[config.mk]
export PLATFORM = sky130hd
export DESIGN_NAME = m_stage
export DESIGN_NICKNAME = d
export VERILOG_FILES = /design/src/rtl/m_stage.sv
export SDC_FILE = /design/constraint.sdc
export NUM_CORES = 1
export LEC_CHECK = 0
export ABC_CLOCK_PERIOD_IN_PS = 1700
export BUFFER_PORTS_ARGS = -buffer_cell sky130_fd_sc_hd__buf_4
export CAP_MARGIN = 20
export CELL_PAD_IN_SITES_DETAIL_PLACEMENT = 1
export CELL_PAD_IN_SITES_GLOBAL_PLACEMENT = 2
export CORE_UTILIZATION = 25
export DETAILED_ROUTE_END_ITERATION = 7
export PLACE_DENSITY = 0.73
export SLEW_MARGIN = 25
export SYNTH_ARGS = -nofsm -noshare
export SYNTH_HDL_FRONTEND = slang
export SYNTH_SLANG_ARGS = --single-unit
[constraint.sdc]
create_clock -name clk -period 1.7 [get_ports clk]
set_clock_uncertainty 0.1 [all_clocks]
set_input_delay 0.17 -clock clk [delete_from_list [all_inputs] [get_ports clk]]
set_output_delay 0.17 -clock clk [all_outputs]
set_load 0.05 [all_outputs]
[src/rtl/m_stage.sv]
// MIPS memory stage: E->M pipeline register plus data-memory port drive,
// store lane replication, load extension and address-exception detection.
module m_stage #(
  parameter logic [31:0] DM_BASE  = 32'h0000_0000,
  parameter logic [31:0] DM_LIMIT = 32'h0000_2FFF
) (
  input  logic        clk,
  input  logic        reset,
  input  logic        en,
  input  logic        flush,
  input  logic        exc_req,
  input  logic [31:0] E_pc,
  input  logic        E_regwe,
  input  logic [4:0]  E_A3,
  input  logic [31:0] E_aluout,
  input  logic [31:0] E_rtdata,
  input  logic [1:0]  E_Tnew,
  input  logic [4:0]  E_rtad,
  input  logic        E_bd,
  input  logic [3:0]  E_memop,
  input  logic [4:0]  E_excode,
  input  logic [31:0] m_data_rdata,
  output logic [31:0] m_data_addr,
  output logic [31:0] m_data_wdata,
  output logic [3:0]  m_data_byteen,
  output logic [31:0] M_pc,
  output logic        M_regwe,
  output logic [4:0]  M_A3,
  output logic [31:0] M_regwd,
  output logic [1:0]  M_Tnew,
  output logic [4:0]  M_rtad,
  output logic        M_bd,
  output logic [4:0]  M_excode
);

  typedef enum logic [3:0] {
    MEM_NONE = 4'd0,
    MEM_LW   = 4'd1,
    MEM_LH   = 4'd2,
    MEM_LHU  = 4'd3,
    MEM_LB   = 4'd4,
    MEM_LBU  = 4'd5,
    MEM_SW   = 4'd6,
    MEM_SH   = 4'd7,
    MEM_SB   = 4'd8
  } memop_e;

  localparam logic [4:0] EXC_ADEL = 5'd4;
  localparam logic [4:0] EXC_ADES = 5'd5;

  typedef struct packed {
    logic [31:0] pc;
    logic        regwe;
    logic [4:0]  a3;
    logic [31:0] aluout;
    logic [31:0] rtdata;
    logic [1:0]  tnew;
    logic [4:0]  rtad;
    logic        bd;
    logic [3:0]  memop;
    logic [4:0]  excode;
  } pipe_t;

  pipe_t pipe_q, pipe_d;

  logic       e_load, e_store, e_misalign, e_range_bad;
  logic [4:0] e_local_code;

  // Address-exception code for the instruction entering from E.
  // NOTE: every signal written in an always_comb gets a value on every path
  // (defaults first), otherwise synthesis infers a latch.
  always_comb begin
    e_load      = (E_memop >= MEM_LW) && (E_memop <= MEM_LBU);
    e_store     = (E_memop >= MEM_SW) && (E_memop <= MEM_SB);
    e_misalign  = 1'b0;
    case (E_memop)
      MEM_LW, MEM_SW:          e_misalign = (E_aluout[1:0] != 2'b00);
      MEM_LH, MEM_LHU, MEM_SH: e_misalign = E_aluout[0];
      default:                 e_misalign = 1'b0;
    endcase
    // Offset form covers both bounds without a constant-zero comparison.
    e_range_bad = (E_aluout - DM_BASE) > (DM_LIMIT - DM_BASE);
    e_local_code = 5'd0;
    if (e_misalign || e_range_bad) begin
      if (e_load)       e_local_code = EXC_ADEL;
      else if (e_store) e_local_code = EXC_ADES;
    end
  end

  always_comb begin
    pipe_d = pipe_q;
    if (flush) begin
      pipe_d    = '0;
      pipe_d.pc = E_pc;
      pipe_d.bd = E_bd;
    end else if (en) begin
      pipe_d.pc     = E_pc;
      pipe_d.regwe  = E_regwe;
      pipe_d.a3     = E_A3;
      pipe_d.aluout = E_aluout;
      pipe_d.rtdata = E_rtdata;
      pipe_d.tnew   = (E_Tnew != 2'd0) ? E_Tnew - 2'd1 : 2'd0;
      pipe_d.rtad   = E_rtad;
      pipe_d.bd     = E_bd;
      pipe_d.memop  = E_memop;
      pipe_d.excode = (E_excode != 5'd0) ? E_excode : e_local_code;
    end
  end

  // NOTE: sequential state uses non-blocking assignments only, so every
  // register samples the pre-edge value of its inputs.
  always_ff @(posedge clk or negedge reset) begin
    if (!reset) pipe_q <= '0;
    else        pipe_q <= pipe_d;
  end

  logic        m_load;
  logic [15:0] ld_half;
  logic [7:0]  ld_byte;
  logic [3:0]  byteen_raw;

  always_comb begin
    m_load = (pipe_q.memop >= MEM_LW) && (pipe_q.memop <= MEM_LBU);

    byteen_raw   = 4'b0000;
    m_data_wdata = pipe_q.rtdata;
    case (pipe_q.memop)
      MEM_SW: byteen_raw = 4'b1111;
      MEM_SH: begin
        byteen_raw   = pipe_q.aluout[1] ? 4'b1100 : 4'b0011;
        m_data_wdata = {2{pipe_q.rtdata[15:0]}};
      end
      MEM_SB: begin
        byteen_raw   = 4'b0001 << pipe_q.aluout[1:0];
        m_data_wdata = {4{pipe_q.rtdata[7:0]}};
      end
      default: ;
    endcase
    m_data_byteen = (exc_req || pipe_q.excode != 5'd0) ? 4'b0000 : byteen_raw;

    ld_half = pipe_q.aluout[1] ? m_data_rdata[31:16] : m_data_rdata[15:0];
    case (pipe_q.aluout[1:0])
      2'd0:    ld_byte = m_data_rdata[7:0];
      2'd1:    ld_byte = m_data_rdata[15:8];
      2'd2:    ld_byte = m_data_rdata[23:16];
      default: ld_byte = m_data_rdata[31:24];
    endcase

    case (pipe_q.memop)
      MEM_LW:  M_regwd = m_data_rdata;
      MEM_LH:  M_regwd = {{16{ld_half[15]}}, ld_half};
      MEM_LHU: M_regwd = {16'd0, ld_half};
      MEM_LB:  M_regwd = {{24{ld_byte[7]}}, ld_byte};
      MEM_LBU: M_regwd = {24'd0, ld_byte};
      default: M_regwd = pipe_q.aluout;
    endcase
  end

  // A faulting load must not write back garbage.
  assign M_regwe     = pipe_q.regwe && !(m_load && pipe_q.excode != 5'd0);
  assign m_data_addr = pipe_q.aluout;
  assign M_pc        = pipe_q.pc;
  assign M_A3        = pipe_q.a3;
  assign M_Tnew      = pipe_q.tnew;
  assign M_rtad      = pipe_q.rtad;
  assign M_bd        = pipe_q.bd;
  assign M_excode    = pipe_q.excode;

endmodule
# Word level (Yosys, flattened, before mapping)
# Cells that the tools add are included.
dict set report totals {
  register_bits 119
  latchBits 0
  ram_bits 0
  rom_bits 0
  inputBits 156
  output_inout_bits 151
  wordCells 65
  memories 0
}
dict set report op_classes {
  add_sub_neg 1
  n_mul 0
  div_mod_pow 0
  n_lt_le_gt_ge 7
  eq_ne 15
  n_shift 1
  mux 15
  bitwise_logic 0
  reduce_logical 16
}
# op count
set ops {}
lappend ops {{$mux 119} 2}
lappend ops {{$pmux 32 s5} 1}
lappend ops {{$pmux 32 s2} 1}
lappend ops {{$gt 32x14->1 const B} 1}
lappend ops {{$eq 4x3->1 const B} 6}
lappend ops {{$pmux 8 s3} 1}
lappend ops {{$eq 4x2->1 const B} 4}
lappend ops {{$mux 16} 1}
lappend ops {{$pmux 4 s3} 1}
lappend ops {{$reduce_bool 5->1} 2}
lappend ops {{$mux 3} 3}
lappend ops {{$eq 4x1->1 const B} 2}
lappend ops {{$ge 4x1->1 const B} 2}
lappend ops {{$le 4x3->1 const B} 2}
lappend ops {{$mux 4} 2}
lappend ops {{$reduce_bool 2->1} 3}
lappend ops {{$logic_and 1x1->1} 5}
lappend ops {{$mux 5} 1}
lappend ops {{$eq 4x4->1 const B} 1}
lappend ops {{$ge 4x3->1 const B} 1}
lappend ops {{$le 4x4->1 const B} 1}
lappend ops {{$shl 1x2->4 const A} 1}
lappend ops {{$reduce_or 3->1} 1}
lappend ops {{$eq 2x1->1 const B} 1}
lappend ops {{other kinds (8)} 9}

# Logic depth before layout (Yosys ltp)
dict set report depth {
  word_depth 8
  depth_mapped 7
  ltp_nobuf 4
}

# Least setup slack after synthesis
# OpenSTA, ideal clock, no wires.
dict set report synth_timing {
  path_type {register -> output}
  from {register pipe_q[5] in the netlist's numbering}
  to {output M_regwe}
  arrival_time_ps 2106
  path_slack_ps -676
  stages_incl_launch_ff 5
  n_path_buf 1
  cell_sequence {dfrtp_1 buf_4 nor3_1 a211oi_2 a21boi_0}
}
dict set report synth_via {
  elab_chain_cells 5
}
# element line
set synth_rtl {}
lappend synth_rtl {{start, declared} 64} ;# pipe_t pipe_q, pipe_d;
lappend synth_rtl {{start signal, assigned} 114} ;# else pipe_q <= pipe_d;
lappend synth_rtl {{$ge 4x1->1 or $le 4x3->1 (tied branches)} 123} ;# m_load = (pipe_q.memop >= MEM_LW) && (pipe_q.memop <= MEM_LBU);
lappend synth_rtl {{$logic_and 1x1->1 *} 123}
lappend synth_rtl {{$logic_and 1x1->1 *} 160} ;# assign M_regwe = pipe_q.regwe && !(m_load && pipe_q.excode != 5'd0);
lappend synth_rtl {{$logic_not 1->1 *} 160}
lappend synth_rtl {{$logic_and 1x1->1 *} 160}
lappend synth_rtl {{end, declared} 27} ;# output logic M_regwe,
# Every way passes the cells marked *; elsewhere a longest branch is shown, timed or not.

# Final worst setup path
dict set report layout_timing {
  from {register pipe_q, in the netlist m_data_addr[0]}
  to {output M_regwd[23]}
}
dict set report layout_via {
  elab_chain_cells 3
}
# element line
set layout_rtl {}
lappend layout_rtl {{$eq 2x2->1, or another cell as far along} 142} ;# case (pipe_q.aluout[1:0])
lappend layout_rtl {{$pmux 8 s3 *} 142}
lappend layout_rtl {{$pmux 32 s5 *} 149} ;# case (pipe_q.memop)
lappend layout_rtl {{end, declared} 29} ;# output logic [31:0] M_regwd,
# Marks and branches as above.

==> summary.md <==
| Metric | Value |
|---|---|
| Max Buffers Root-to-Sink | 2 |
| Pwr/cell area | roughly 860 nW/um2 |
| Drt initial violations | around 260 |
| Post-Layout Cell Count | 1402 |
| DR vias | 6490 |
| Drt drc | 0 |
| Initial Utilization | 0.254 |
| Mapped cell area | 6830 um2 |
| MaxCap Viol Count | 0 |
| Syn avg cell area | a little over 10 um2 |
| Worst hold path type | in2reg |
| CTS clk-pin slew, worst paths | ~0.060 ns |
| # fillers | approximately 2.9k |
| Area delta synth->final | 79.9% |
| Max Freq | 407 MHz |
| Fraction of layout cells with a size suffix above 1 | 0.545 |
| Die H | approximately 170 um |
| Status | complete, but fails checks |
| RSZ-0062 raised after global routing | true |
| Post-synth EDFFs | 0 |
| Final WS setup | -0.755 ns |
| Logic pwr share | 0.344 |
| Vias/cell | between 4 and 5 |
| First-pass GRT wire length | 41.5 mm |
| Critical Path RT | between 1 and 1.5 ns |
| Fin area | 12300 um2 |
| Fin. max-slew vios | 0 |
| Worst-Margin Slew | 0.621 ns |
| Most frequent cells in the layout | 287 x buf_4, 122 x dlygate4sd3_1, 116 x dfrtp_1, 98 x nor2_1, 83 x mux2i_1 |
| Cells taking the most area after synthesis | dfrtp_1 44%, mux2i_1 12%, buf_4 10% |
| CP Max Fanout | 16 |
| Critical path arrival | 2.19 ns |
| Post-Place Worst Slack | -0.456 ns |
| Cells after DPL | between 1k and 1.5k |
| Internal power | 6.76 mW |
| Peak supply drop | around 0.65 mV |
| Final net count | roughly 1.2k |
| Routed Antenna Nets | 0 |
| Hold Fails Final Rpt | 0 |
| CTS H-tree lvls | 4 |
| Ant diodes | 0 |
| Placed cell areas | 9630 um2 |
| Async SR Flop Fraction | 1.00 |
| Switch Pwr | 3.77 mW |
| Tot GR Track Use | 0.194 |
| Setup tns final | -40.14 ns |
| CTS root buf | clkbuf_16 |
| Crit Path Class | reg2out |
| GRT overflow | 0 |
| Net Count, Synth | just over 800 |
| Post-DR wirelength/cell | between 15 and 20 um |
| Flop pwr share | 0.301 |
| Final setup viols | between 60 and 70 |
| Initial DRT Pass Iterations | 5 |
| Failing checks | setup timing |
| Count of synthesis-stage warnings from yosys | 0 |
| Post-DP HPWL | 18.8 mm |
| Synth top area share | 0.436 |
| Worst Hold Slack | 0.0193 ns |
| Number of synthesized register bits | approximately 120 |
| Crit start category | register |
| Clock Latency Late Sink | 0.43 ns |
| Final GP Congestion | around 0.81 |
| Sw Ratio | 0.358 |
| Die ar. | roughly 28000 um2 |
| Final core utilization | 0.457 |
| Final Critical Period | 2.46 ns |
| Num CTS Buffers | 17 |
| Sequential cell area fraction in the yosys report | 0.436 |
| Yosys top cell by area | dfrtp_1 |
| # IOs | 307 |
| Rel. slew slack | 0.586 |
| Die width | about 170 um |
| Largest net degree at the start of global routing | 63 |
| Core area | 26900 um2 |
| Most common cell after layout, fill and taps aside | buf_4 |
| Core Rows | 60 |
| CP Capture Type | primary output |
| Primary FF master, synth | dfrtp_1 |
| Clock power share | 0.355 |
| Port bufs | 306 |
| Cell variety after synth | 48 |
| Vias in the first global route | between 7k and 8k |
| WL final | 27.3 mm |
| Pwr Total | around 11 mW |
| Initial antenna violation count | 0 |
| CTS tree | done |
| P_leak | 5.90 nW |
| Final worst-path cycle share | 1.44 |
| Synth Instances | approximately 660 |
| Sink Count | 119 |
[routing by layer]
metal	vias to the layer above	track usage	wire length (um)
met3	24	0.0433	1160
met2	185	0.332	14000
met4	0	0.0531	378
met1	3289	0.247	11900
li1	2992	-	-
met5	-	0	0
[cell usage after synthesis, drive strengths merged, types with 6 or more instances]
library cell / n
a21oi: 16
nand2: 58
mux4: 7
buf: 121
a222oi: 6
a221o: 16
nor2: 104
o21ai: 9
nand3: 10
a22oi: 10
mux2i: 83
clkbuf: 10
dfrtp: 119
mux2: 42
[repair_timing]
action,4_1_cts,5_1_grt
hold endpoints to repair,237,1
pin swaps,8,35
gates cloned,1,1
hold buffers,121,1
resized for setup,73,104
buffers inserted,2,17
endpoints found under the setup margin,61,64
[state kept, by name, indices dropped and copies added (netlist names)]
name / cells
pipe_q: 37
M_pc: 32
m_data_addr: 32
M_A3: 5
M_excode: 5
M_rtad: 5
M_Tnew: 2
M_bd: 1
[layout make-up]
cell class | count | area (um2) | area share
Clock buffer | 17 | 425 | 0.0346
Clock inverter | 14 | 164 | 0.0133
Inverter | 4 | 15.0 | 0.00122
Multi-Input combinational cell | 404 | 3620 | 0.294
Sequential cell | 119 | 2980 | 0.243
Tap cell | 341 | 427 | 0.0347
Timing Repair Buffer | 503 | 4660 | 0.379
[logic make-up (layout without fill, tap and decap cells)]
logic type | after synthesis | count (layout) | synth area share
AO/OA/AOI/OAI | 70 | 70 | 0.0823
multiplexers | 132 | 132 | 0.215
XOR/XNOR | 1 | 1 | 0.00128
buffers and inverters | 135 | 538 | 0.132
flip-flops | 119 | 119 | 0.436
AND/OR/NAND/NOR | 201 | 201 | 0.134
[power by group through the flow]
stage	Combinational, mW	Sequential [mW]	Clock (mW)
CTS	3.46	3.16	3.84
global placement	3.06	3.20	0
floorplan	2.14	3.16	0
detailed placement	3.08	3.21	0
global route	3.79	3.20	3.95
finish	3.62	3.18	3.74
[worst max-delay path, stage by stage, from the launching register on]
cell and delay [ns]:
dfrtp_1 0.37, mux4_2 0.56, nand3b_4 0.11, a211oi_4 0.06
buf_12 0.15, a221o_2 0.34, buf_8 0.16
[final timing paths]
path | startpoint | end | slack (ns) | cells after the start
setup / recovery | m_data_addr[0]$_DFFE_PN0P_ | M_regwd[23] | -0.76 | 6
max in group asynchronous | reset | M_pc[27]$_DFFE_PN0P_ | 0.70 | 3
setup reg to reg | pipe_q[5]$_DFFE_PN0P_ | pipe_q[5]$_DFFE_PN0P_ | 0.46 | 5
hold reg to reg | M_pc[2]$_DFFE_PN0P_ | M_pc[2]$_DFFE_PN0P_ | 0.41 | 1
hold / removal | E_aluout[24] | m_data_addr[24]$_DFFE_PN0P_ | 0.02 | 4
min in group asynchronous | reset | m_data_addr[20]$_DFFE_PN0P_ | 0.21 | 3
Note: power is estimated with default switching activity, not from simulation.
